**config.mk**
```make
export PLATFORM = sky130hd
export DESIGN_NAME = uncached_store_tracker_flat
export DESIGN_NICKNAME = d
export VERILOG_FILES = /design/src/rtl/uncached_store_tracker_if.sv /design/src/rtl/uncached_store_tracker.sv /design/src/flat_wrapper.sv
export SDC_FILE = /design/constraint.sdc
export NUM_CORES = 1
export LEC_CHECK = 0
export BUFFER_PORTS_ARGS = -buffer_cell sky130_fd_sc_hd__buf_4
export CAP_MARGIN = 20
export CELL_PAD_IN_SITES_DETAIL_PLACEMENT = 0
export CELL_PAD_IN_SITES_GLOBAL_PLACEMENT = 1
export CORE_MARGIN = 1
export CORE_UTILIZATION = 40
export CTS_BUF_LIST = sky130_fd_sc_hd__clkbuf_2 sky130_fd_sc_hd__clkbuf_4 sky130_fd_sc_hd__clkbuf_8
export DETAILED_ROUTE_END_ITERATION = 8
export MAX_ROUTING_LAYER = met4
export PLACE_DENSITY_LB_ADDON = 0.1
export SYNTH_ARGS = -nofsm -noshare
export SYNTH_HDL_FRONTEND = slang
export SYNTH_SLANG_ARGS = --single-unit
export TNS_END_PERCENT = 50
```
**constraint.sdc**
```tcl
create_clock -name clk_i -period 6.6 [get_ports clk_i]
set_input_delay 1.32 -clock clk_i [delete_from_list [all_inputs] [get_ports clk_i]]
set_output_delay 1.32 -clock clk_i [all_outputs]
set_load 0.02 [all_outputs]
```
**src/rtl/uncached_store_tracker_if.sv**
```systemverilog
// Purpose : handshake/status bundle between the store unit, the B channel and the
//           uncached store tracker.
// Ports   : issue (valid/ready/id), B response (valid/id/err), fence req/ack,
//           status (count/empty/full) and the registered error/spurious pulses.
//           The master modport is the store-unit/bus side; the slave modport is
//           the tracker.
interface uncached_store_tracker_if #(
   parameter int MaxOutstanding = 7,
   parameter int AxiIdWidth     = 4
);
   localparam int CntWidth = $clog2(MaxOutstanding + 1);

   logic                  issue_valid_i;
   logic [AxiIdWidth-1:0] issue_id_i;
   logic                  issue_ready_o;
   logic                  resp_valid_i;
   logic [AxiIdWidth-1:0] resp_id_i;
   logic                  resp_err_i;
   logic                  fence_req_i;
   logic                  fence_ack_o;
   logic [CntWidth-1:0]   count_o;
   logic                  empty_o;
   logic                  full_o;
   logic                  bus_err_o;
   logic                  spurious_o;

   modport master (
      output issue_valid_i, issue_id_i, resp_valid_i, resp_id_i, resp_err_i, fence_req_i,
      input  issue_ready_o, fence_ack_o, count_o, empty_o, full_o, bus_err_o, spurious_o
   );

   modport slave (
      input  issue_valid_i, issue_id_i, resp_valid_i, resp_id_i, resp_err_i, fence_req_i,
      output issue_ready_o, fence_ack_o, count_o, empty_o, full_o, bus_err_o, spurious_o
   );
endinterface

```
**src/rtl/uncached_store_tracker.sv**
```systemverilog
// Purpose     : tracks in-flight uncached stores (total and per AXI ID), flags B
//               responses that are erroneous or have no matching store, and drains
//               on a fence.
// Latency     : counts and error/spurious pulses appear the cycle after the event;
//               fence ack two cycles after the request (empty) or after the last
//               response is sampled.
// Backpressure: issue_ready_o drops when MaxOutstanding stores are in flight or a
//               fence is pending; responses are always accepted.
// Ports       : clk_i, rst_i (synchronous, active-high) plus the slave side of
//               uncached_store_tracker_if.
module uncached_store_tracker #(
   parameter int MaxOutstanding = 7,
   parameter int AxiIdWidth     = 4
) (
   input logic                     clk_i,
   input logic                     rst_i,
   uncached_store_tracker_if.slave bus
);
   localparam int                  CntWidth = $clog2(MaxOutstanding + 1);
   localparam int                  NumIds   = 1 << AxiIdWidth;
   localparam logic [CntWidth-1:0] MaxCnt   = CntWidth'(MaxOutstanding);

   typedef enum logic [1:0] {
      IDLE  = 2'd0,
      DRAIN = 2'd1,
      ACK   = 2'd2
   } state_e;

   state_e              state_q, state_d;
   logic [CntWidth-1:0] count_q, count_d;
   logic [CntWidth-1:0] id_cnt_q [NumIds];
   logic [CntWidth-1:0] id_cnt_d [NumIds];
   logic                bus_err_q, bus_err_d;
   logic                spurious_q, spurious_d;

   logic issue_ready;
   logic issue_fire;
   logic resp_tracked;
   logic resp_hit;
   logic resp_spur;

   // Ready is a function of registered state only, so a response arriving while
   // full frees a slot one cycle later rather than through a combinational path.
   assign issue_ready = (state_q == IDLE) && (count_q < MaxCnt);
   assign issue_fire  = bus.issue_valid_i && issue_ready;

   // Classification uses the pre-update per-ID count, so a response for an ID
   // being issued this same cycle is still spurious if nothing was outstanding.
   assign resp_tracked = (id_cnt_q[bus.resp_id_i] != '0);
   assign resp_hit     = bus.resp_valid_i && resp_tracked;
   assign resp_spur    = bus.resp_valid_i && !resp_tracked;

   // Counter next-state
   always_comb begin
      count_d    = count_q;
      id_cnt_d   = id_cnt_q;
      bus_err_d  = resp_hit && bus.resp_err_i;
      spurious_d = resp_spur;

      // Applied in sequence: an issue and response on the same ID cancel out.
      if (issue_fire) begin
         id_cnt_d[bus.issue_id_i] = id_cnt_d[bus.issue_id_i] + 1'b1;
      end
      if (resp_hit) begin
         id_cnt_d[bus.resp_id_i] = id_cnt_d[bus.resp_id_i] - 1'b1;
      end

      unique case ({issue_fire, resp_hit})
         2'b10:   count_d = count_q + 1'b1;
         2'b01:   count_d = count_q - 1'b1;
         default: count_d = count_q;
      endcase
   end

   // Fence FSM next-state
   always_comb begin
      state_d = state_q;
      unique case (state_q)
         IDLE: begin
            // A store issued alongside the fence is already in count_d and is
            // therefore covered by the drain.
            if (bus.fence_req_i) begin
               state_d = DRAIN;
            end
         end
         DRAIN: begin
            if (count_q == '0) begin
               state_d = ACK;
            end
         end
         ACK: begin
            state_d = IDLE;
         end
         default: begin
            state_d = IDLE;
         end
      endcase
   end

   always_ff @(posedge clk_i) begin
      if (rst_i) begin
         state_q    <= IDLE;
         count_q    <= '0;
         bus_err_q  <= 1'b0;
         spurious_q <= 1'b0;
         for (int i = 0; i < NumIds; i++) begin
            id_cnt_q[i] <= '0;
         end
      end else begin
         state_q    <= state_d;
         count_q    <= count_d;
         bus_err_q  <= bus_err_d;
         spurious_q <= spurious_d;
         for (int i = 0; i < NumIds; i++) begin
            id_cnt_q[i] <= id_cnt_d[i];
         end
      end
   end

   assign bus.issue_ready_o = issue_ready;
   assign bus.fence_ack_o   = (state_q == ACK);
   assign bus.count_o       = count_q;
   assign bus.empty_o       = (count_q == '0);
   assign bus.full_o        = (count_q == MaxCnt);
   assign bus.bus_err_o     = bus_err_q;
   assign bus.spurious_o    = spurious_q;
endmodule

```
**src/flat_wrapper.sv**
```systemverilog
// flat-port wrapper written by rule: the top's interface ports become plain ports
module uncached_store_tracker_flat 
#(
   parameter int MaxOutstanding = 7,
   parameter int AxiIdWidth     = 4
)
  (clk_i, rst_i, bus_issue_valid_i, bus_issue_id_i, bus_resp_valid_i, bus_resp_id_i, bus_resp_err_i, bus_fence_req_i, bus_issue_ready_o, bus_fence_ack_o, bus_count_o, bus_empty_o, bus_full_o, bus_bus_err_o, bus_spurious_o);
  uncached_store_tracker_if #(.MaxOutstanding(MaxOutstanding), .AxiIdWidth(AxiIdWidth)) bus_i ();
  input logic clk_i;
  input logic rst_i;
  input wire logic [$bits(bus_i.issue_valid_i)-1:0] bus_issue_valid_i;
  input wire logic [$bits(bus_i.issue_id_i)-1:0] bus_issue_id_i;
  input wire logic [$bits(bus_i.resp_valid_i)-1:0] bus_resp_valid_i;
  input wire logic [$bits(bus_i.resp_id_i)-1:0] bus_resp_id_i;
  input wire logic [$bits(bus_i.resp_err_i)-1:0] bus_resp_err_i;
  input wire logic [$bits(bus_i.fence_req_i)-1:0] bus_fence_req_i;
  output wire logic [$bits(bus_i.issue_ready_o)-1:0] bus_issue_ready_o;
  output wire logic [$bits(bus_i.fence_ack_o)-1:0] bus_fence_ack_o;
  output wire logic [$bits(bus_i.count_o)-1:0] bus_count_o;
  output wire logic [$bits(bus_i.empty_o)-1:0] bus_empty_o;
  output wire logic [$bits(bus_i.full_o)-1:0] bus_full_o;
  output wire logic [$bits(bus_i.bus_err_o)-1:0] bus_bus_err_o;
  output wire logic [$bits(bus_i.spurious_o)-1:0] bus_spurious_o;
  assign bus_i.issue_valid_i = bus_issue_valid_i;
  assign bus_i.issue_id_i = bus_issue_id_i;
  assign bus_i.resp_valid_i = bus_resp_valid_i;
  assign bus_i.resp_id_i = bus_resp_id_i;
  assign bus_i.resp_err_i = bus_resp_err_i;
  assign bus_i.fence_req_i = bus_fence_req_i;
  assign bus_issue_ready_o = bus_i.issue_ready_o;
  assign bus_fence_ack_o = bus_i.fence_ack_o;
  assign bus_count_o = bus_i.count_o;
  assign bus_empty_o = bus_i.empty_o;
  assign bus_full_o = bus_i.full_o;
  assign bus_bus_err_o = bus_i.bus_err_o;
  assign bus_spurious_o = bus_i.spurious_o;
  uncached_store_tracker #(.MaxOutstanding(MaxOutstanding), .AxiIdWidth(AxiIdWidth)) u_core (.clk_i(clk_i), .rst_i(rst_i), .bus(bus_i));
endmodule
```
# After elaboration in Yosys (flattened, before gate mapping)
# Cells that the tools add are included.
dict set report classes {
  eq_ne 7
  n_addsub 4
  div 0
  n_reduce_logical 13
  muxes 21
  order_cmp 5
  n_bitwise 2
  mul 0
  n_shift 0
}
# cell count
set ops {}
lappend ops {{$bwmux W48} 2}
lappend ops {{$mux W48} 2}
lappend ops {{$bmux W3 S4} 3}
lappend ops {{$demux W3 S4} 2}
lappend ops {{$mux W3} 8}
lappend ops {{$ge A5 B5 Y1 const B} 2}
lappend ops {{$lt A5 B1 Y1 const B} 2}
lappend ops {{$not A4 Y5} 2}
lappend ops {{$logic_and A1 B1 Y1} 7}
lappend ops {{$add A3 B1 Y3 const B} 2}
lappend ops {{$pmux W3 S2} 1}
lappend ops {{$sub A3 B1 Y3 const B} 2}
lappend ops {{$eq A2 B1 Y1 const B} 2}
lappend ops {{$eq A2 B2 Y1 const B} 2}
lappend ops {{$mux W2} 2}
lappend ops {{$ne A2 B2 Y1 const B} 2}
lappend ops {{$pmux W2 S2} 1}
lappend ops {{$eq A3 B3 Y1 const B} 1}
lappend ops {{$logic_not A3 Y1} 1}
lappend ops {{$lt A3 B3 Y1 const B} 1}
lappend ops {{$reduce_bool A3 Y1} 1}
lappend ops {{$logic_not A2 Y1} 1}
lappend ops {{$reduce_and A2 Y1} 1}
lappend ops {{$reduce_bool A2 Y1} 1}
lappend ops {{$logic_not A1 Y1} 1}
dict set report totals {
  output_inout_bits 9
  mem_bits_ro 0
  ff_bits 55
  ramBits 0
  memories 0
  in_bits 14
  latch_bits 0
  word_cells 72
}

# Depth between registers and ports, before layout
# Gate-level depths: netlist of the first run.
dict set report depth {
  word_depth 13
  mapped_depth 15
  ltp_nobuf 13
}

# Worst setup path before layout of the first run
# No wires, ideal clock.
dict set report synth_timing {
  kind {input to register}
  from {in bus_issue_id_i[0]}
  to {reg u_core.id_cnt_q[7] in the netlist's numbering}
  arrival_ns 4.988
  stages 12
  required_time_ns 6.458
  setup_ns 0.142
  setup_slack_ns 1.470
  path_buffers 4
  path_cell_list {buf_6 -> buf_6 -> mux4_2 -> mux4_2 -> ha_1 -> clkbuf_1 -> mux2i_1 -> mux4_2 -> mux4_2 -> ha_1 -> clkbuf_1 -> a211oi_1}
}
dict set report synth_via {
  elab_chain_len 13
  elab_cells_between_ends 18
  cone_classes {2 x add/sub; 2 x order compare; 12 x mux; 1 x bitwise; 1 x reduce/logical}
}
# item line
set synth_lines {}
lappend synth_lines {{start: declaration} flat_wrapper.sv:12} ;# input wire logic [$bits(bus_i.issue_id_i)-1:0] bus_issue_id_i;
lappend synth_lines {{$not A4 Y5 (not written as such) *} uncached_store_tracker.sv:62} ;# id_cnt_d[bus.issue_id_i] = id_cnt_d[bus.issue_id_i] + 1'b1;
lappend synth_lines {{$bmux W3 S4, or another cell as far along} uncached_store_tracker.sv:62}
lappend synth_lines {{$mux W3 (not written as such) / $logic_and A1 B1 Y1 (equally long branches)} uncached_store_tracker.sv:62}
lappend synth_lines {{$mux W3 (not written as such)} uncached_store_tracker.sv:62}
lappend synth_lines {{$add A3 B1 Y3 / $demux W3 S4 (equally long branches)} uncached_store_tracker.sv:62}
lappend synth_lines {{$bwmux W48 *} uncached_store_tracker.sv:62}
lappend synth_lines {{$mux W48 *} uncached_store_tracker.sv:61} ;# if (issue_fire) begin
lappend synth_lines {{$bmux W3 S4} uncached_store_tracker.sv:65} ;# id_cnt_d[bus.resp_id_i] = id_cnt_d[bus.resp_id_i] - 1'b1;
lappend synth_lines {{$mux W3 (not written as such) (2 in series)} uncached_store_tracker.sv:65}
lappend synth_lines {{$sub A3 B1 Y3} uncached_store_tracker.sv:65}
lappend synth_lines {{$bwmux W48} uncached_store_tracker.sv:65}
lappend synth_lines {{$mux W48 *} uncached_store_tracker.sv:64} ;# if (resp_hit) begin
lappend synth_lines {{end signal: indexed assignment} uncached_store_tracker.sv:115} ;# id_cnt_q[i] <= id_cnt_d[i];
lappend synth_lines {{end: declaration} uncached_store_tracker.sv:31} ;# logic [CntWidth-1:0] id_cnt_q [NumIds];
# Mark *: on every way between the ends. The rest lies on a longest branch, timed or not. The select of a mux whose other input is x is not followed.
# A chain may end at the register's enable or synchronous reset.

# Worst setup path after layout of the first run
dict set report layout_timing {
  from {in bus_issue_id_i[0]}
  to {reg u_core.id_cnt_q[23] in the netlist's numbering}
}
# Same word-level chain as after synthesis.

==> reports/qor.txt, run 1 <==
CTS tree: yes
synth unique cells: 53
area share of the largest cell type after synthesis: 27.5%
Placer Congestion: 0.911
max-slew violation count: 0
antenna violations before repair: 0
post_cts resized: 0
CTS hold repair buffers: 0
Reg2Reg Setup Slack: 2.23 ns
largest family of logic cells by synthesized area: multiplexers
Hold Fails Final Rpt: 0
Die ar.: 10400 um2
period utilization: 81.9%
Tmin final: 5.41 ns
synth top area cells: dfxtp_1, mux2i_1, mux4_2, a211oi_1, nor2b_1
global-route wire length before repair: 19100 um
drt wl/cell: 21.8 um
Setup violations, final: 0
dominant cell type by area after synthesis: dfxtp_1
critical path class: in2reg
Max Fclk: 0.185 GHz
area grow syn2layout: 7.68%
syn_area_per_cell: 9.43 um2
antenna viol nets, final: 0
Placed Cells: 560
CP Max Fanout: 18
Detailed Place HPWL: 9290 um
die height: 102 um
post-synthesis compound-gate area fraction: 15.2%
Syn Inst Count: 425
Rows: 36
H-tree depth: 2
xor-xnor portion of the synthesized cell area: 2.19%
Residual DRC: 0
Mapped Nets: 443
number of vias per cell: 6.10
setup_tns: 0 ns
worst hold path class: reg2reg
IO Port Bufs: 22
count leader, synth: dfxtp_1
post-route setup slack: 1.19 ns
initial cell density of the core: 41.2%
worst vdd ir: 0.127 mV
chip width: 102 um
Worst setup EP type: flip-flop
n_diodes: 0
Seq/Total Area, Yosys: 27.5%
area post-placement: 4170 um2
post-synthesis mux area share: 27.4%
Final nets: 453
# Post-CTS Setup Buffers: 0
via count: 3471
pre-CTS WS: 0.923 ns
Worst setup SP type: input port
post-synthesis sequential element count: 55
core area: 9730 um2
Inserted Clock Buffers: 5
Synth warnings: 0
Clock Sinks: 55
asr flop ratio synth: 0%
vias in the first global route: 3278
I/O pin count: 23
clk buf depth: 2
outcome: complete, no violations
largest net degree at the start of global routing: 57
Slew @ Worst Pin: 1.01 ns
Max-Cap Viols: 0
clk_skew: 0.0117 ns
fin cells: 569
Clk Latency, worst-skew pair: 0.31 ns
Worst Path Arrival: 5.57 ns
Synth Area in Simple Gates: 21.2%
grt ovf: 0
PwrDens: 188 nW/um2
fin area: 4320 um2
synth cell count leaders: dfxtp_1, mux2i_1, nor2_1
synthesized cell area: 4010 um2
WP data required: 6.76 ns
PnR Total Power: 0.810 mW
wirelength, routed: 12400 um
prevailing post-synth register cell: dfxtp_1
Slew headroom: 32.4%
Adder-Cell Fraction of Synth Area: 1.44%
clk slew on worst S/H paths: 0.10 ns
clk root buf: clkbuf_8
All-Layer GR Usage: 25.7%
drt pass-1 iters: 5
Post-synth EDFFs: 0
unrepaired setup endpoints after global routing: false
share of cells above drive strength 1: 19.5%
P_leak: 1.58 nW
initial DRC count: 223
[path summary, 6_finish.rpt]
path | to | start | depth (start not counted)
min | u_core.bus.count_o[2] | u_core.bus.count_o[2] | 2
max reg2reg | u_core.id_cnt_q[23] | u_core.id_cnt_q[46] | 9
min reg2reg | u_core.bus.count_o[2] | u_core.bus.count_o[2] | 2
max | u_core.id_cnt_q[23] | bus_issue_id_i[0] | 10
[metrics by stage]
step                hold WS (ns)  util [%]
global route               0.574      44.4
floorplan                  0.524         -
CTS                        0.541      44.3
finish                     0.540      44.4
global placement           0.518      42.9
detailed placement         0.526      42.9
[worst max-delay path: stages]
cell and delay (ns):
buf_4 0.28, mux4_2 0.56, mux4_2 0.47, ha_1 0.66, mux2i_1 0.20, mux4_2 0.51, mux4_2 0.48, ha_1 0.24
xor2_1 0.66, a211oi_1 0.16
[per-layer routing]
layer | part of all wire [%] | vias up | GRT usage (%)
met5 | 0 | - | -
met4 | 3.1 | 0 | 9.12
met2 | 48 | 124 | 41.4
met3 | 5.4 | 28 | 3.28
met1 | 43 | 1691 | 33.0
li1 | - | 1628 | -
[power breakdown]
part | leakage, nW | total (mW) | internal (mW) | switching [mW]
logic | 1.07 | 0.182 | 0.0708 | 0.112
clock network | 0.0688 | 0.269 | 0.156 | 0.114
registers | 0.445 | 0.358 | 0.343 | 0.0144
[registers in the layout (all words and copies together) (netlist names)]
signal,count
u_core.id_cnt_q,48
u_core.bus.count_o,3
u_core.state_q,2
u_core.bus.bus_err_o,1
u_core.bus.spurious_o,1
[layout make-up]
class	instances	area, um2
clock buffer	6	76.3
clock inverter	2	60.1
fill	996	5410
inverter	7	26.3
multi-input combinational	341	2700
sequential	55	1100
tap	133	166
timing repair buffer	25	181
[kinds of logic after synthesis]
kind of cell	after synthesis
AO/OA/AOI/OAI	89
AND/OR/NAND/NOR	155
buffers and inverters	29
flip-flops	55
XOR/XNOR	10
multiplexers	83
adder cells (fa/ha/maj)	4
[cells in the final DEF (no fill, tap or decap), types with 3 or more instances in the layout]
master	instances
a211oi_1	34
a21o_1	6
a21oi_1	26
and2_1	6
and2b_2	3
buf_4	23
clkbuf_8	5
dfxtp_1	55
ha_1	3
inv_1	5
mux2_1	3
mux2_2	10
mux2i_1	50
mux4_2	19
nand2_1	26
nand2b_1	3
nand4_1	12
nor2_1	35
nor2b_1	24
nor3_1	12
nor4_1	10
o21ai_0	7
o22ai_2	4
or2_2	8
xnor2_1	3
xor2_1	7
Note: power is estimated with default switching activity, not from simulation.
==> run 2, diff against run 1 <==
--- a/config.mk
+++ b/config.mk
@@ -5,6 +5,7 @@
 export SDC_FILE = /design/constraint.sdc
 export NUM_CORES = 1
 export LEC_CHECK = 0
+export ABC_AREA = 1
 export BUFFER_PORTS_ARGS = -buffer_cell sky130_fd_sc_hd__buf_4
 export CAP_MARGIN = 20
 export CELL_PAD_IN_SITES_DETAIL_PLACEMENT = 0
==> constraint.sdc (replaced) <==
create_clock -name clk_i -period 5.33 [get_ports clk_i]
set_input_delay 1.066 -clock clk_i [delete_from_list [all_inputs] [get_ports clk_i]]
set_output_delay 1.066 -clock clk_i [all_outputs]
set_load 0.02 [all_outputs]
==> reports/qor.txt, run 2 <==
initial cell density of the core: 41.6% (was 41.2%)
initial DRC count: 353 (was 223)
synth top area cells: dfxtp_1, nand2_1, inv_1, a21oi_1, o21ai_0 (was dfxtp_1, mux2i_1, mux4_2, a211oi_1, nor2b_1)
post-synthesis compound-gate area fraction: 20.5% (was 15.2%)
vias in the first global route: 4317 (was 3278)
chip width: 103 um (was 102 um)
global-route wire length before repair: 24200 um (was 19100 um)
critical path class: in2reg (unchanged)
Slowest-stage cell, CP: ha_1 (unchanged)
Clock Sinks: 55 (unchanged)
Final nets: 728 (was 453)
max-slew violation count: 0 (unchanged)
core area: 9860 um2 (was 9730 um2)
family with the most delay on the worst path: compound AO/OA/AOI/OAI gates (was multiplexers)
Switching Power: 0.328 mW (was 0.240 mW)
Adder-Cell Fraction of Synth Area: 1.40% (was 1.44%)
clk buf depth: 2 (unchanged)
Die ar.: 10700 um2 (was 10400 um2)
antenna viol nets, final: 0 (unchanged)
number of flip-flops in the largest register: 48 (unchanged)
register area: 1100 um2 (unchanged)
Mapped Nets: 712 (was 443)
Rows: 36 (unchanged)
# Post-CTS Setup Buffers: 0 (unchanged)
most common cell after layout, fill and taps aside: nand2_1 (was dfxtp_1)
Syn Inst Count: 694 (was 425)
share of cells above drive strength 1: 11.7% (was 19.5%)
CTS tree: yes (unchanged)
All-Layer GR Usage: 32.4% (was 25.7%)
CTS hold repair buffers: 0 (unchanged)
drt pass-1 iters: 5 (unchanged)
setup_tns: 0 ns (unchanged)
grt ovf: 0 (unchanged)
most frequent CP cell: o21ai_0 (was mux4_2)
Hold Fails Final Rpt: 0 (unchanged)
H-tree depth: 2 (unchanged)
unrepaired setup endpoints after global routing: false (unchanged)
clk root buf: clkbuf_8 (unchanged)
drt wl/cell: 18.7 um (was 21.8 um)
Synth Area in Simple Gates: 38.5% (was 21.2%)
synthesized cell area: 4100 um2 (was 4010 um2)
Max-Cap Viols: 0 (unchanged)
switching part of the total: 32.3% (was 29.6%)
worst hold path class: reg2reg (unchanged)
largest net degree at the start of global routing: 21 (was 57)
Inserted Clock Buffers: 5 (unchanged)
Synth warnings: 0 (unchanged)
WP data required: 5.59 ns (was 6.76 ns)
clk_skew: 0.00497 ns (was 0.0117 ns)
syn_area_per_cell: 5.91 um2 (was 9.43 um2)
Pint: 0.687 mW (was 0.570 mW)
Residual DRC: 0 (unchanged)
asr flop ratio synth: 0% (unchanged)
Post-synth EDFFs: 0 (unchanged)
Max Fclk: 0.213 GHz
PwrDens: 226 nW/um2 (was 188 nW/um2)
antenna violations before repair: 0 (unchanged)
post_cts resized: 0 (unchanged)
I/O pin count: 23 (unchanged)
Clk Latency, worst-skew pair: 0.32 ns (was 0.31 ns)
area grow syn2layout: 9.64% (was 7.68%)
area of the multi-input gates: 2480 um2 (was 2700 um2)
area share of the largest cell type after synthesis: 26.8% (was 27.5%)
Tmin final: 4.71 ns
CP Cell Sequence: buf_4, inv_2, nand2_2, inv_2, nand2_1, o21ai_0, o21ai_0, nand4_1, ha_1, inv_1, nand2_1, o21ai_0, nand2_1, o21ai_0, a221oi_1, nor2_1, nor2_1, o221ai_1, ha_1, inv_1, o21ai_0, a21oi_1 (was buf_4, mux4_2, mux4_2, ha_1, mux2i_1, mux4_2, mux4_2, ha_1, xor2_1, a211oi_1)
outcome: complete, no violations (unchanged)
via count: 4657 (was 3471)
xor-xnor portion of the synthesized cell area: 0% (was 2.19%)
Worst Path Arrival: 4.96 ns (was 5.57 ns)
post-synthesis mux area share: 0% (was 27.4%)
Worst setup EP type: flip-flop (unchanged)
Setup violations, final: 0 (unchanged)
prevailing post-synth register cell: dfxtp_1 (unchanged)
largest family of logic cells by synthesized area: simple AND/OR/NAND/NOR gates (was multiplexers)
count leader, synth: nand2_1 (was dfxtp_1)
wirelength, routed: 15800 um (was 12400 um)
worst vdd ir: 0.109 mV (was 0.127 mV)
number of vias per cell: 5.52 (was 6.10)
Reg with most FFs: u_core.id_cnt_q (unchanged)
Worst setup SP type: input port (unchanged)
Comb power frac: 23.3% (was 22.5%)
synth cell count leaders: nand2_1, inv_1, a21oi_1 (was dfxtp_1, mux2i_1, nor2_1)
fill count: 1093 (was 996)
synth unique cells: 37 (was 53)
CP peak stage delay: 0.41 ns (was 0.66 ns)
utilization after layout: 45.6% (was 44.4%)
Seq/Total Area, Yosys: 26.8% (was 27.5%)
post-synthesis sequential element count: 55 (unchanged)
P_leak: 2.23 nW (was 1.58 nW)
IO Port Bufs: 22 (unchanged)
clk slew on worst S/H paths: 0.10 ns (about the same)
Clock Power Share: 33.4% (was 33.3%)
WP buf/inv: 5 (was 1)
Slew headroom: 52.5% (was 32.4%)
die height: 103 um (was 102 um)
CP Max Fanout: 13 (was 18)
dominant cell type by area after synthesis: dfxtp_1 (unchanged)
Slew @ Worst Pin: 0.710 ns (was 1.01 ns)
period utilization: 88.3%
Reg power frac: 43.3% (was 44.2%)
n_diodes: 0 (unchanged)
Detailed Place HPWL: 11700 um (was 9290 um)
Placer Congestion: 0.982 (was 0.911)
most frequent cells in the layout: nand2_1, inv_1, a21oi_1 (was dfxtp_1, mux2i_1, nor2_1)
[run 2: worst paths after layout]
check / from / to / slack (ns) / depth (start not counted)
hold / removal: u_core.bus.count_o[2] / u_core.state_q[1] / 0.50 / 1
setup reg to reg: u_core.id_cnt_q[18] / u_core.id_cnt_q[13] / 1.50 / 20
setup / recovery: bus_issue_id_i[0] / u_core.id_cnt_q[13] / 0.62 / 22
hold reg to reg: u_core.bus.count_o[2] / u_core.state_q[1] / 0.50 / 1
[run 2: layout make-up]
class | count | area share [%]
flip-flops and latches | 55 | 24.5
inverters | 108 | 9.02
multi-input cells | 512 | 55.1
repair buffers | 28 | 4.67
clock buffers | 6 | 1.70
clock inverters | 2 | 1.34
well taps | 133 | 3.70
[run 2: power groups by stage]
stage          logic, mW  registers (mW)  clock network, mW
2_1_floorplan      0.148           0.448                  0
5_1_grt            0.257           0.441              0.364
6_report           0.236           0.439              0.339
4_1_cts            0.233           0.439              0.350
3_5_place_dp       0.232           0.448                  0
3_3_place_gp       0.232           0.448                  0
[run 2: logic make-up after synthesis]
logic type | count (synthesis)
AO/OA/AOI/OAI | 153
flip-flops | 55
adder cells (fa/ha/maj) | 4
buffers and inverters | 127
AND/OR/NAND/NOR | 355
[run 2: per-layer routing]
metal | track usage [%] | share of wire, %
met5 | - | 0
met4 | 16.0 | 3.7
met3 | 8.06 | 11
met2 | 48.8 | 44
met1 | 40.3 | 42
[run 2: per-stage QoR]
| stage | instances | setup slack [ns] | total power [mW] | hold slack [ns] | area [um2] |
|---|---|---|---|---|---|
| after floorplan | 694 | 1.24 | 0.596 | 0.473 | 4100 |
| after global placement | 836 | 0.424 | 0.680 | 0.477 | 4360 |
| after detailed placement | 836 | 0.340 | 0.681 | 0.490 | 4360 |
| after CTS | 844 | 0.666 | 1.02 | 0.506 | 4500 |
| after global routing | 844 | 0.332 | 1.06 | 0.533 | 4500 |
| final | 844 | 0.624 | 1.02 | 0.503 | 4500 |
==> run 3, diff against run 2 <==
--- a/config.mk
+++ b/config.mk
@@ -5,7 +5,6 @@
 export SDC_FILE = /design/constraint.sdc
 export NUM_CORES = 1
 export LEC_CHECK = 0
-export ABC_AREA = 1
 export BUFFER_PORTS_ARGS = -buffer_cell sky130_fd_sc_hd__buf_4
 export CAP_MARGIN = 20
 export CELL_PAD_IN_SITES_DETAIL_PLACEMENT = 0
==> reports/qor.txt, run 3 (synthesis results as in run 1) <==
outcome: complete, no violations (unchanged)
I/O pin count: 23 (unchanged)
Clock Sinks: 55 (unchanged)
initial cell density of the core: 41.2% (was 41.6%)
fill count: 994 (was 1093)
Detailed Place HPWL: 9550 um (was 11700 um)
CP peak stage delay: 0.69 ns (was 0.41 ns)
Max-Cap Viols: 0 (unchanged)
Rows: 36 (unchanged)
global-route wire length before repair: 19100 um (was 24200 um)
area grow syn2layout: 7.96% (was 9.64%)
via count: 3476 (was 4657)
utilization after layout: 44.5% (was 45.6%)
Residual DRC: 0 (unchanged)
# Post-CTS Setup Buffers: 0 (unchanged)
Hold Fails Final Rpt: 0 (unchanged)
max-slew violation count: 0 (unchanged)
fin area: 4330 um2 (was 4500 um2)
Placed Cells: 566 (was 836)
Final nets: 458 (was 728)
Slowest-stage cell, CP: ha_1 (unchanged)
H-tree depth: 2 (unchanged)
antenna violations before repair: 0 (unchanged)
PwrDens: 219 nW/um2 (was 226 nW/um2)
antenna viol nets, final: 0 (unchanged)
most common cell after layout, fill and taps aside: dfxtp_1 (was nand2_1)
Inserted Clock Buffers: 5 (unchanged)
Reg with most FFs: u_core.id_cnt_q (unchanged)
IO Port Bufs: 22 (unchanged)
Max Fclk: 0.200 GHz (was 0.213 GHz)
CTS hold repair buffers: 0 (unchanged)
CP Cell Sequence: buf_4, mux4_2, mux4_2, ha_1, mux2i_1, mux4_2, mux4_2, ha_1, mux2_2, nor2_1 (was buf_4, inv_2, nand2_2, inv_2, nand2_1, o21ai_0, o21ai_0, nand4_1, ha_1, inv_1, nand2_1, o21ai_0, nand2_1, o21ai_0, a221oi_1, nor2_1, nor2_1, o221ai_1, ha_1, inv_1, o21ai_0, a21oi_1)
family with the most delay on the worst path: multiplexers (was compound AO/OA/AOI/OAI gates)
vias in the first global route: 3206 (was 4317)
initial DRC count: 228 (was 353)
Setup violations, final: 0 (unchanged)
Slew headroom: 46.8% (was 52.5%)
Slew @ Worst Pin: 0.792 ns (was 0.710 ns)
Worst setup SP type: input port (unchanged)
WP buf/inv: 1 (was 5)
n_diodes: 0 (unchanged)
clk slew on worst S/H paths: 0.11 ns (was 0.10 ns)
All-Layer GR Usage: 26.0% (was 32.4%)
fin cells: 574 (was 844)
Reg2Reg Depth: 9 (was 20)
most frequent cells in the layout: dfxtp_1, mux2i_1, nor2_1 (was nand2_1, inv_1, a21oi_1)
clk_skew: 0.00934 ns (was 0.00497 ns)
clk buf depth: 2 (unchanged)
unrepaired setup endpoints after global routing: false (unchanged)
area post-placement: 4220 um2 (was 4360 um2)
Die ar.: 10400 um2 (was 10700 um2)
Tmin final: 5.00 ns (was 4.71 ns)
Clk Latency, worst-skew pair: 0.33 ns (was 0.32 ns)
core area: 9730 um2 (was 9860 um2)
grt ovf: 0 (unchanged)
wirelength, routed: 12600 um (was 15800 um)
most frequent CP cell: mux4_2 (was o21ai_0)
CTS tree: yes (unchanged)
clk root buf: clkbuf_8 (unchanged)
number of flip-flops in the largest register: 48 (unchanged)
Worst Path Arrival: 5.21 ns (was 4.96 ns)
P_leak: 1.59 nW (was 2.23 nW)
period utilization: 93.9% (was 88.3%)
die height: 102 um (was 103 um)
Levels on crit path: 10 (was 22)
critical path class: in2reg (unchanged)
setup_tns: 0 ns (unchanged)
WP data required: 5.53 ns (was 5.59 ns)
share of cells above drive strength 1: 20.6% (was 11.7%)
drt pass-1 iters: 5 (unchanged)
largest net degree at the start of global routing: 57 (was 21)
cell count of the worst hold path: 2 (was 1)
number of vias per cell: 6.06 (was 5.52)
drt wl/cell: 21.9 um (was 18.7 um)
Worst setup EP type: flip-flop (unchanged)
post_cts resized: 0 (unchanged)
chip width: 102 um (was 103 um)
worst hold path class: reg2reg (unchanged)
CP Max Fanout: 18 (was 13)
worst vdd ir: 0.112 mV (was 0.109 mV)
minimum hold slack: 0.554 ns (was 0.503 ns)
Placer Congestion: 0.880 (was 0.982)
## run 3: power breakdown
part           switching, mW  internal, mW  leakage, nW  total [mW]
clock                  0.149         0.124       0.0549       0.273
sequential            0.0183         0.425        0.445       0.444
combinational          0.138        0.0919         1.09       0.230
total                  0.305         0.642         1.59       0.947
## run 3: layout make-up
class	count	area (um2)	area share, %
multi-input combinational	341	2700	62.5
sequential	55	1100	25.4
tap	133	166	3.85
inverter	7	26.3	0.607
clock buffer	8	104	2.40
timing repair buffer	30	225	5.21
## run 3: path summary, 6_finish.rpt
| path | start | end | slack, ns |
|---|---|---|---|
| worst max-delay path | bus_issue_id_i[0] | u_core.id_cnt_q[25] | 0.33 |
| worst min-delay path | u_core.bus.count_o[2] | u_core.bus.count_o[2] | 0.55 |
| worst max register to register | u_core.id_cnt_q[13] | u_core.id_cnt_q[25] | 1.10 |
| worst min register to register | u_core.bus.count_o[2] | u_core.bus.count_o[2] | 0.55 |
## run 3: through the flow
stage | total power, mW | setup WS (ns)
finish | 0.947 | 0.326
global placement | 0.682 | 0.179
CTS | 0.949 | 0.390
detailed placement | 0.683 | 0.0313
floorplan | 0.609 | 0.454
global route | 0.988 | 0.164
## run 3: tightest hold or removal path, delay by kind of cell (launching register included)
family	cells	cell delay, ns
AOI/OAI and AO/OA	2	0.15
DFF	1	0.36
## run 3: routing by layer
metal	track usage (%)	share of wire, %	vias to the layer above
met4	7.69	2.3	0
met1	33.8	44	1691
met2	41.9	48	120
li1	-	-	1637
met5	-	0	-
met3	3.69	5.8	28
